==> src/rtl/prga_fifo_ext.sv <==
// Parametrised synchronous FIFO. It offers a registered-read or lookahead head,
// an occupancy count, almost-full/almost-empty thresholds and sticky error flags.
module prga_fifo_ext #(
  parameter int unsigned DATA_WIDTH   = 8,
  parameter int unsigned DEPTH_LOG2   = 3,
  parameter int unsigned LOOKAHEAD    = 0,
  parameter int unsigned AFULL_THRES  = (1 << DEPTH_LOG2) - 1,
  parameter int unsigned AEMPTY_THRES = 1
) (
  input  logic                  clk,
  input  logic                  rst_n,
  input  logic                  wr,
  input  logic [DATA_WIDTH-1:0] din,
  output logic                  full,
  output logic                  almost_full,
  input  logic                  rd,
  output logic [DATA_WIDTH-1:0] dout,
  output logic                  empty,
  output logic                  almost_empty,
  output logic [DEPTH_LOG2:0]   count,
  input  logic                  clr_err,
  output logic                  overflow,
  output logic                  underflow
);

  localparam int unsigned DEPTH = 1 << DEPTH_LOG2;
  localparam int unsigned CW    = DEPTH_LOG2 + 1;

  logic [DATA_WIDTH-1:0] mem [DEPTH];
  logic [DEPTH_LOG2-1:0] wr_ptr;
  logic [DEPTH_LOG2-1:0] rd_ptr;
  logic [DATA_WIDTH-1:0] dout_q;
  logic                  wr_acc;
  logic                  rd_acc;

  // Status decodes look only at the occupancy register.
  assign full         = (count == CW'(DEPTH));
  assign empty        = (count == '0);
  assign almost_full  = (32'(count) >= AFULL_THRES);
  assign almost_empty = (32'(count) <= AEMPTY_THRES);

  assign wr_acc = wr & ~full;
  assign rd_acc = rd & ~empty;

  // Storage is deliberately not reset; writes are blocked during reset.
  always_ff @(posedge clk) begin
    if (rst_n && wr_acc) begin
      mem[wr_ptr] <= din;
    end
  end

  always_ff @(posedge clk) begin
    if (!rst_n) begin
      wr_ptr <= '0;
      rd_ptr <= '0;
      count  <= '0;
    end else begin
      if (wr_acc) begin
        wr_ptr <= wr_ptr + DEPTH_LOG2'(1);
      end
      if (rd_acc) begin
        rd_ptr <= rd_ptr + DEPTH_LOG2'(1);
      end
      case ({wr_acc, rd_acc})
        2'b10:   count <= count + CW'(1);
        2'b01:   count <= count - CW'(1);
        default: count <= count;
      endcase
    end
  end

  // Holds the most recently popped word. It is the read data in registered
  // mode and the stable fallback in lookahead mode while the FIFO is empty.
  always_ff @(posedge clk) begin
    if (!rst_n) begin
      dout_q <= '0;
    end else if (rd_acc) begin
      dout_q <= mem[rd_ptr];
    end
  end

  generate
    if (LOOKAHEAD != 0) begin : g_lookahead
      assign dout = empty ? dout_q : mem[rd_ptr];
    end else begin : g_registered
      assign dout = dout_q;
    end
  endgenerate

  // Sticky errors; a new violation wins over a coincident clear.
  always_ff @(posedge clk) begin
    if (!rst_n) begin
      overflow  <= 1'b0;
      underflow <= 1'b0;
    end else begin
      overflow  <= (overflow & ~clr_err) | (wr & full);
      underflow <= (underflow & ~clr_err) | (rd & empty);
    end
  end

endmodule

==> config.mk <==
export PLATFORM = sky130hd
export DESIGN_NAME = prga_fifo_ext
export DESIGN_NICKNAME = d
export VERILOG_FILES = /design/src/rtl/prga_fifo_ext.sv
export SDC_FILE = /design/constraint.sdc
export NUM_CORES = 1
export LEC_CHECK = 0
export ABC_AREA = 0
export ABC_CLOCK_PERIOD_IN_PS = 3300
export CAP_MARGIN = 20
export CORE_MARGIN = 3
export CORE_UTILIZATION = 35
export DETAILED_ROUTE_END_ITERATION = 16
export DONT_BUFFER_PORTS = 1
export GPL_ROUTABILITY_DRIVEN = 1
export SLEW_MARGIN = 20
export SYNTH_ARGS = -nofsm -noshare
export SYNTH_HDL_FRONTEND = slang
export SYNTH_SLANG_ARGS = --single-unit
==> constraint.sdc <==
create_clock -name clk -period 3.3 [get_ports clk]
set_clock_uncertainty 0.15 [all_clocks]
set_input_delay 0.33 -clock clk [delete_from_list [all_inputs] [get_ports clk]]
set_output_delay 0.33 -clock clk [all_outputs]
set_load 0.02 [all_outputs]
==> results of run 1 <==
## Yosys cell counts (all sizes together)
| cell type | count |
|---|---|
| a211oi | 1 |
| a21o | 1 |
| a21oi | 7 |
| a22oi | 16 |
| a32o | 7 |
| and2 | 1 |
| and3 | 1 |
| buf | 10 |
| dfxtp | 20 |
| edfxtp | 64 |
| ha | 7 |
| inv | 6 |
| mux2i | 33 |
| nand2 | 7 |
| nand3 | 8 |
| nand3b | 1 |
| nand4b | 1 |
| nor2 | 13 |
| nor2b | 4 |
| nor3 | 5 |
| nor4 | 2 |
| o21ai | 1 |
| or3 | 2 |
| or3b | 1 |
| or4b | 1 |
| xnor2 | 1 |
| xor2 | 6 |
## state kept, by name (all words and copies together) (netlist names)
signal	flops
dout	8
mem	64
overflow	1
underflow	1
rd_ptr	3
count	4
wr_ptr	3
## per-layer routing
layer / vias to the layer above / track usage / wire, um
met5: - / 0 / 0
li1: 909 / - / -
met4: 0 / 0.0380 / 74
met2: 63 / 0.205 / 3300
met3: 6 / 0.0552 / 516
met1: 949 / 0.169 / 2940
## cell usage in the layout (no fill, tap or decap)
master / instances
a21o_1: 1
inv_1: 6
and3_4: 1
nand3_1: 8
nor3_1: 5
and2_1: 1
buf_4: 9
a211oi_1: 1
nand3b_1: 1
dfxtp_2: 1
clkbuf_8: 9
o21ai_0: 1
clkinvlp_4: 4
dlygate4sd3_1: 11
a21oi_1: 6
or3_1: 2
ha_1: 7
xor2_1: 6
edfxtp_1: 64
or3b_1: 1
a22oi_1: 16
a32o_1: 7
nor2_1: 13
mux2i_1: 33
nor2b_1: 4
dfxtp_1: 19
nor4_2: 2
nand2_1: 7
inv_6: 2
a21oi_2: 1
xnor2_1: 1
nand4b_1: 1
or4b_1: 1
## layout make-up
| class | count | area [sq um] |
|---|---|---|
| Clock inverter | 6 | 47.5 |
| Clock buffer | 9 | 124 |
| Tap cell | 129 | 161 |
| Sequential cell | 84 | 2320 |
| Fill cell | 888 | 5440 |
| Inverter | 6 | 22.5 |
| Timing Repair Buffer | 20 | 178 |
| Multi-Input combinational cell | 127 | 983 |
## report_power, final
part	internal, uW	switching [uW]	total [uW]
combinational	243	318	562
sequential	1210	155	1370
clock	274	377	651
## metrics by stage
step / setup slack, ps / hold slack (ps) / instances / utilization
floorplan: 706 / 279 / 227 / -
global placement: 610 / 279 / 355 / 0.383
detailed placement: 580 / 279 / 355 / 0.383
CTS: 586 / 37.7 / 381 / 0.414
global route: 382 / 55.1 / 381 / 0.414
finish: 605 / 53.3 / 381 / 0.414
## worst paths after layout
kind,startpoint,end,slack (ps),cells past startpoint
max reg2reg,count[0],count[3],610,10
max,count[0],count[3],610,10
min,clr_err,overflow,50,3
min reg2reg,rd_ptr[1],rd_ptr[1],400,2
## kinds of logic after synthesis
| logic type | Yosys count |
|---|---|
| mux | 33 |
| buf+inv | 16 |
| compound gates | 33 |
| simple gates | 47 |
| fa+ha+maj | 7 |
| flops | 84 |
| xor+xnor | 7 |
## worst max-delay path: stages (launching register included)
cell     delay, ps
dfxtp_1        560
inv_1          120
ha_1           220
or3b_1         280
nand2_1        140
inv_1           80
ha_1           220
or4b_1         450
a21oi_1        190
xnor2_1        130
nor2_1          50
## what timing repair did
action                                 CTS  global route
buffers inserted                         0             0
hold buffers                            11             0
endpoints found under the hold margin   69             0
==> flow_summary.toml, run 1 <==
[outcome]
status = "complete, no violations"

[synthesis]
synth_top_family_by_area = "multiplexers"
yosys.area.top_type_share = 0.571
netlist_instances = 227
muxShareOfSynthArea = 0.0981
ys_types = 30
synth_area_leader_cell = "edfxtp_1"
synth.avg_cell_area_sq_um = 14.8
synth_fa_ha_area_frac = 0.0260
synth_seq_cells = 84
synthSimpleGateAreaFrac = 0.0721
synth_area_leaders = "edfxtp_1, dfxtp_1, mux2i_1, a22oi_1, ha_1"
synth-compound-area-share = 0.0740
synth-xor-area-share = 0.0182
yosysSeqAreaShare = 0.690
yosys_warnings = 0
syn-cell-area_sq_um = 3370
syn-num-nets = 247

[worst_setup_path]
cp.arrival_ps = 2780
cp.required_ps = 3380
critPathMaxFanout = 7
crit_type = "register to register"
worst_setup_path_end_kind = "register"
critPathLaunchType = "register"

[die]
die_y_um = 104
start_util = 0.363
fp-row-count = 35
ios = 31
dieArea_sq_um = 10800
die_w_um = 104
core_area_sq_um = 9280

[sta]
relSlewSlack = 0.405
fmax_ghz = 0.371
post-route-min-period_ps = 2690
setup_violations = 0
worstMarginPinSlew_ps = 891
period_share = 0.817
slew_viol_final = 0
finalSetupTns_ps = 0
hold_viol = 0
rsz0062_at_grt = "no"

[global_routing]
grt-ovfl-total = 0
track_usage = 0.132
grt_pass1_vias = 1946
antenna_found_initial = 0
grt_max_degree = 25
grt_pass1_wl_um = 10800

[route]
postRouteAntennaNets = 0
firstDrtPassIters = 4
dr.first_iter.drc_count = 130
totalWireLength_um = 6820
vias_per_cell = 5.06
routedWlPerCell_um = 17.9
drc = 0
vias = 1927

[clock_network]
insertion_delay_ps = 350
cts_max_path_buffers = 2
clock_sink_count = 84
cts_resized = 0
cts_made_buffers = 9
htreeDepth = 3
root_buffer = "clkbuf_8"
cts_tree = "done"
path_clk_slew_ps = 90

[placement]
port_buffers = 0
dpl_cell_area_sq_um = 3560
gp_congestion = 0.708
hpwl_um = 4200

[pwr]
power_uw = 2580
p_leak_uw = 0.00128
power_density_nw_per_um2 = 673
peakVddDrop_mv = 0.297

[final_layout]
drive_gt1_frac = 0.115
area_growth_pct = 14.0
num_antenna_cells = 0
final_area_sq_um = 3840
fin_nets = 268

[worst_hold_path]
hold_class = "input pin to register"

[job]
maxCapViolations = 0
Power figures use the tool's default switching activity.
==> run 2, diff against run 1 <==
ABC_AREA = 1   (was 0)
ABC_CLOCK_PERIOD_IN_PS = 2800   (was 3300)
clock period = 2.8 ns   (was 3.3 ns; I/O delays follow)
==> run 2 against run 1 <==
  * Flip-flop and latch count unchanged
  * Critical endpoint unchanged
  * Register-to-register slack got worse by 110 ps
  * Core utilization increased by 0.56 points
==> flow_summary.toml, run 2 <==
[die]
die_y_um = 109
die_w_um = 109
fp-row-count = 36
ios = 31
core_area_sq_um = 10000
start_util = 0.368
dieArea_sq_um = 11800

[placement]
dpl_cell_area_sq_um = 3840
preCtsSetupSlack_ps = 568
hpwl_um = 4840
port_buffers = 0
gp_congestion = 0.862

[synthesis]
netlist_instances = 376
syn-num-nets = 396
ys_async_sr_fraction = 0
synth.avg_cell_area_sq_um = 9.79
yosys_warnings = 0
synth_seq_cells = 84
yosysSeqAreaShare = 0.631
syn-cell-area_sq_um = 3680
synth_edf_count = 64
synth_area_leaders = "edfxtp_1, dfxtp_1, nand2_1, nand3_1, inv_1"
yosys.area.top_type_share = 0.522
synth_common_cells = "nand2_1, edfxtp_1, inv_1"
synth.most_common_cell = "nand2_1"
synth_ff_type = "edfxtp_1"
ys_types = 22
synth_area_leader_cell = "edfxtp_1"

[pwr]
pwr-share-comb = 0.250
p_leak_uw = 0.00176
p_sw_frac = 0.333
power_density_nw_per_um2 = 796
p_switching_uw = 1110
internal_power_uw = 2230
clkPwrFrac = 0.285
power_frac_seq = 0.465
peakVddDrop_mv = 0.288

[sta]
finalSetupTns_ps = 0
fmax_ghz = 0.434
relSlewSlack = 0.721
setup_ws_ps = 495
rsz0062_at_grt = "no"
worstMarginPinSlew_ps = 417
post-route-min-period_ps = 2300
slew_viol_final = 0
hold_viol = 0
period_share = 0.823
setup_violations = 0

[global_routing]
use_met2 = 0.217
grt-busiest-layer = "met2"
antenna_found_initial = 0
grt_pass1_wl_um = 12100
grt_use_met1 = 0.186
grt_max_degree = 35
use_met3 = 0.0442
grt_pass1_vias = 2371
grt-ovfl-total = 0
track_usage = 0.138

[worst_setup_path]
r2r_start = "count[3]"
critPathMaxFanout = 14
crit_type = "register to register"
critPathLaunchType = "register"
ff2ff_path_depth = 10
cp.arrival_ps = 2430
worst_setup_path_end_kind = "register"
r2r_setup_slack_ps = 500
r2r_end = "count[3]"
cp.required_ps = 2930

[final_layout]
final_area_sq_um = 4190
max_flop_register = "mem"
largest_register_ffs = 64
final_common_cell = "nand2_1"
final_cell_mix = "nand2_1, inv_1, edfxtp_1"
nFillCells = 970
drive_gt1_frac = 0.0914
num_antenna_cells = 0
fin_nets = 420
area_growth_pct = 13.8

[route]
postRouteAntennaNets = 0
totalWireLength_um = 7630
drc = 0
dr.first_iter.drc_count = 217
vias = 2482
vias_per_cell = 4.61
firstDrtPassIters = 5
routedWlPerCell_um = 14.2

[worst_hold_path]
min_from = "wr"
hold_path_depth = 2
hold_class = "input pin to register"
min_to = "wr_ptr[0]"

[clock_network]
insertion_delay_ps = 340
cts_setup_buffers = 0
cts_max_path_buffers = 2
path_clk_slew_ps = 70
root_buffer = "clkbuf_8"
htreeDepth = 3
clock_sink_count = 84
cts_made_buffers = 9
cts_tree = "done"

[job]
maxCapViolations = 0

[outcome]
status = "complete, no violations"
-- run 2: changes by cell type after synthesis, sizes merged, moves of 10 or more --
cell   delta
mux2i    -33
inv      +61
a21oi    +10
nand3    +42
a22oi    -16
nand2    +95
-- run 2: how the worst max path moves through the flow --
stage,from,endpoint,slack (ps)
after floorplan,count[0],mem[0][0],440
final,count[3],count[3],500
after CTS,count[3],count[3],520
after global routing,count[3],count[3],300
after detailed placement,count[3],count[3],570
after global placement,count[3],count[3],670
-- run 2: cells by family after synthesis --
kind of cell,share of synthesized area
xor+xnor,0.00238
simple gates,0.203
buf+inv,0.102
flops,0.631
fa+ha+maj,0.0238
compound gates,0.0387
-- run 2: critical path, cell delays in order, from the launching register on --
cell and delay, ps:
dfxtp_1 550, nor2_2 110, nand2_2 90, nand2_2 150, inv_2 230, ha_1 320
nor2_1 210, nand4_1 100, nand2_1 100, o21ai_0 100, a21oi_1 130
-- run 2: metal layers --
metal / vias to the layer above / wire length, um / part of all wire
met1: 1138 / 3380 / 0.44
met3: 2 / 570 / 0.075
li1: 1266 / - / -
met4: 0 / 31 / 0.0041
met2: 76 / 3650 / 0.48
met5: - / 0 / 0
-- run 2: metrics by stage --
step	total power, uW	std cells	utilization	hold WS (ps)
floorplan	2240	376	-	229
finish	3340	538	0.419	57.6
CTS	3360	538	0.419	41.8
detailed placement	2390	510	0.384	229
global placement	2370	510	0.384	229
global route	3540	538	0.419	55.0
-- run 2: area by class of cell --
type / count / area (sq um) / share of cell area
Multi-Input combinational cell: 211 / 986 / 0.235
Inverter: 68 / 260 / 0.0621
Clock inverter: 3 / 40.0 / 0.00955
Tap cell: 133 / 166 / 0.0397
Sequential cell: 84 / 2320 / 0.554
Timing Repair Buffer: 26 / 225 / 0.0537
Clock buffer: 13 / 191 / 0.0457
-- run 2: what timing repair did --
item | 4_1_cts | 5_1_grt
hold buffers | 12 | 0
gates resized for setup | 0 | 0
hold endpoints to repair | 74 | 0
-- run 2: power groups by stage --
stage | combinational [uW] | clock, uW | sequential, uW
2_1_floorplan | 669 | 0 | 1580
3_3_place_gp | 787 | 0 | 1580
3_5_place_dp | 802 | 0 | 1580
4_1_cts | 833 | 972 | 1550
5_1_grt | 940 | 1030 | 1570
6_report | 834 | 952 | 1550
==> run 3, diff against run 2 <==
ABC_AREA = 0   (was 1)
ABC_CLOCK_PERIOD_IN_PS = 1900   (was 2800)
clock period = 1.9 ns   (was 2.8 ns; I/O delays follow)
==> run 3 against run 2 <==
  * The run now ends with setup timing left
  * Highest routed layer unchanged
  * Critical endpoint unchanged
  * Combinational power up 79%
  * Critical path type unchanged
  * Critical path depth unchanged
  * Sequential power up 48%
  * Routed wire length down 9.9%
==> flow_summary.toml, run 3 (synthesis results as in run 1) <==
[final_layout]
max_flop_register = "mem"
final_common_cell = "edfxtp_1"
area_growth_pct = 24.6
largest_register_ffs = 64
drive_gt1_frac = 0.258
final_area_sq_um = 4200
fin_nets = 294
final_cell_mix = "edfxtp_1, mux2i_1, buf_4"
num_antenna_cells = 0

[global_routing]
grt_max_degree = 21
grt_pass1_vias = 1944
grt_pass1_wl_um = 10500
track_usage = 0.129
antenna_found_initial = 0
grt-ovfl-total = 0

[route]
totalWireLength_um = 6870
dr.first_iter.drc_count = 97
drc = 0
vias = 1950
postRouteAntennaNets = 0
firstDrtPassIters = 4
vias_per_cell = 4.78
routedWlPerCell_um = 16.8

[sta]
fmax_ghz = 0.489
worstMarginPinSlew_ps = 414
setup_violations = 4
finalSetupTns_ps = -380
relSlewSlack = 0.724
slew_viol_final = 0
setup_ws_ps = -145
post-route-min-period_ps = 2040
hold_viol = 0
timing.hold.ws_ps = 23.5
rsz0062_at_grt = "yes"
period_share = 1.08

[worst_setup_path]
worst_setup_path_end_kind = "register"
cpMostUsedCell = "ha_4"
cp.arrival_ps = 2140
critPathMaxFanout = 4
cp.required_ps = 2000
critPathLaunchType = "register"
cpMaxStageDelayCell = "or4b_4"
slowest_delay_ps = 460
crit_path_cell_trace = "inv_4 -> ha_4 -> or3b_4 -> nand2_4 -> inv_2 -> ha_4 -> or4b_4 -> a21oi_2 -> xnor2_1 -> nor2_1"
cpLargestDelayFamily = "simple AND/OR/NAND/NOR gates"
crit_type = "register to register"
path_buf_inv = 2

[die]
core_area_sq_um = 9280
start_util = 0.363
die_y_um = 104
fp-row-count = 35
die_w_um = 104
ios = 31
dieArea_sq_um = 10800

[clock_network]
insertion_delay_ps = 350
cts_tree = "done"
path_clk_slew_ps = 90
cts_max_path_buffers = 2
clock_sink_count = 84
root_buffer = "clkbuf_8"
cts_made_buffers = 9
htreeDepth = 3

[pwr]
peakVddDrop_mv = 0.561
power_uw = 4970
power_density_nw_per_um2 = 1180
p_leak_uw = 0.00144

[placement]
port_buffers = 0
hpwl_um = 4390
dpl_cell_area_sq_um = 3820
gp_congestion = 0.798

[worst_hold_path]
hold_class = "input pin to register"

[job]
maxCapViolations = 0

[outcome]
status = "finished, violations left"
violations = "setup timing"
==> run 3: path summary, 6_finish.rpt <==
path                                start   endpoint  slack [ps]  cells past startpoint
worst max-delay path             count[1]   count[3]        -140                     10
worst min register to register  rd_ptr[1]  rd_ptr[1]         370                      2
worst min-delay path                rst_n   count[0]          20                      3
worst max register to register   count[1]   count[3]        -140                     10
==> run 3: area by class of cell <==
cell class	instances	area, sq um
Timing Repair Buffer	46	419
Tap cell	129	161
Sequential cell	84	2330
Multi-Input combinational cell	127	1070
Inverter	6	28.8
Clock inverter	7	57.6
Fill cell	861	5090
Clock buffer	9	124
==> run 3: where the power goes <==
group	switching, uW	internal [uW]	total, uW
clock network	688	496	1180
logic	761	730	1490
registers	174	2120	2290
==> run 3: tightest hold or removal path: cells and delay by family <==
family        cells  cell delay [ps]
buf+inv           2              240
simple gates      1               60
==> run 3: metal layers <==
layer | part of all wire | track usage
met5 | 0 | 0
met4 | 0.016 | 0.0627
met3 | 0.053 | 0.0360
met2 | 0.46 | 0.198
met1 | 0.47 | 0.167
==> run 3: stage by stage <==
stage	setup WS, ps	std cells	utilization
after global routing	-225	408	0.452
after floorplan	-245	227	-
after detailed placement	-130	378	0.411
final	-145	408	0.452
after CTS	-144	405	0.443
after global placement	-85.3	378	0.411
==> run 3: timing repair <==
action | CTS | global route
gates cloned | 0 | 0
setup buffers | 0 | 2
endpoints found under the setup margin | 9 | 41
endpoints found under the hold margin | 71 | 3
gates resized for setup | 1 | 11
hold buffers | 11 | 1
pin swaps | 1 | 5
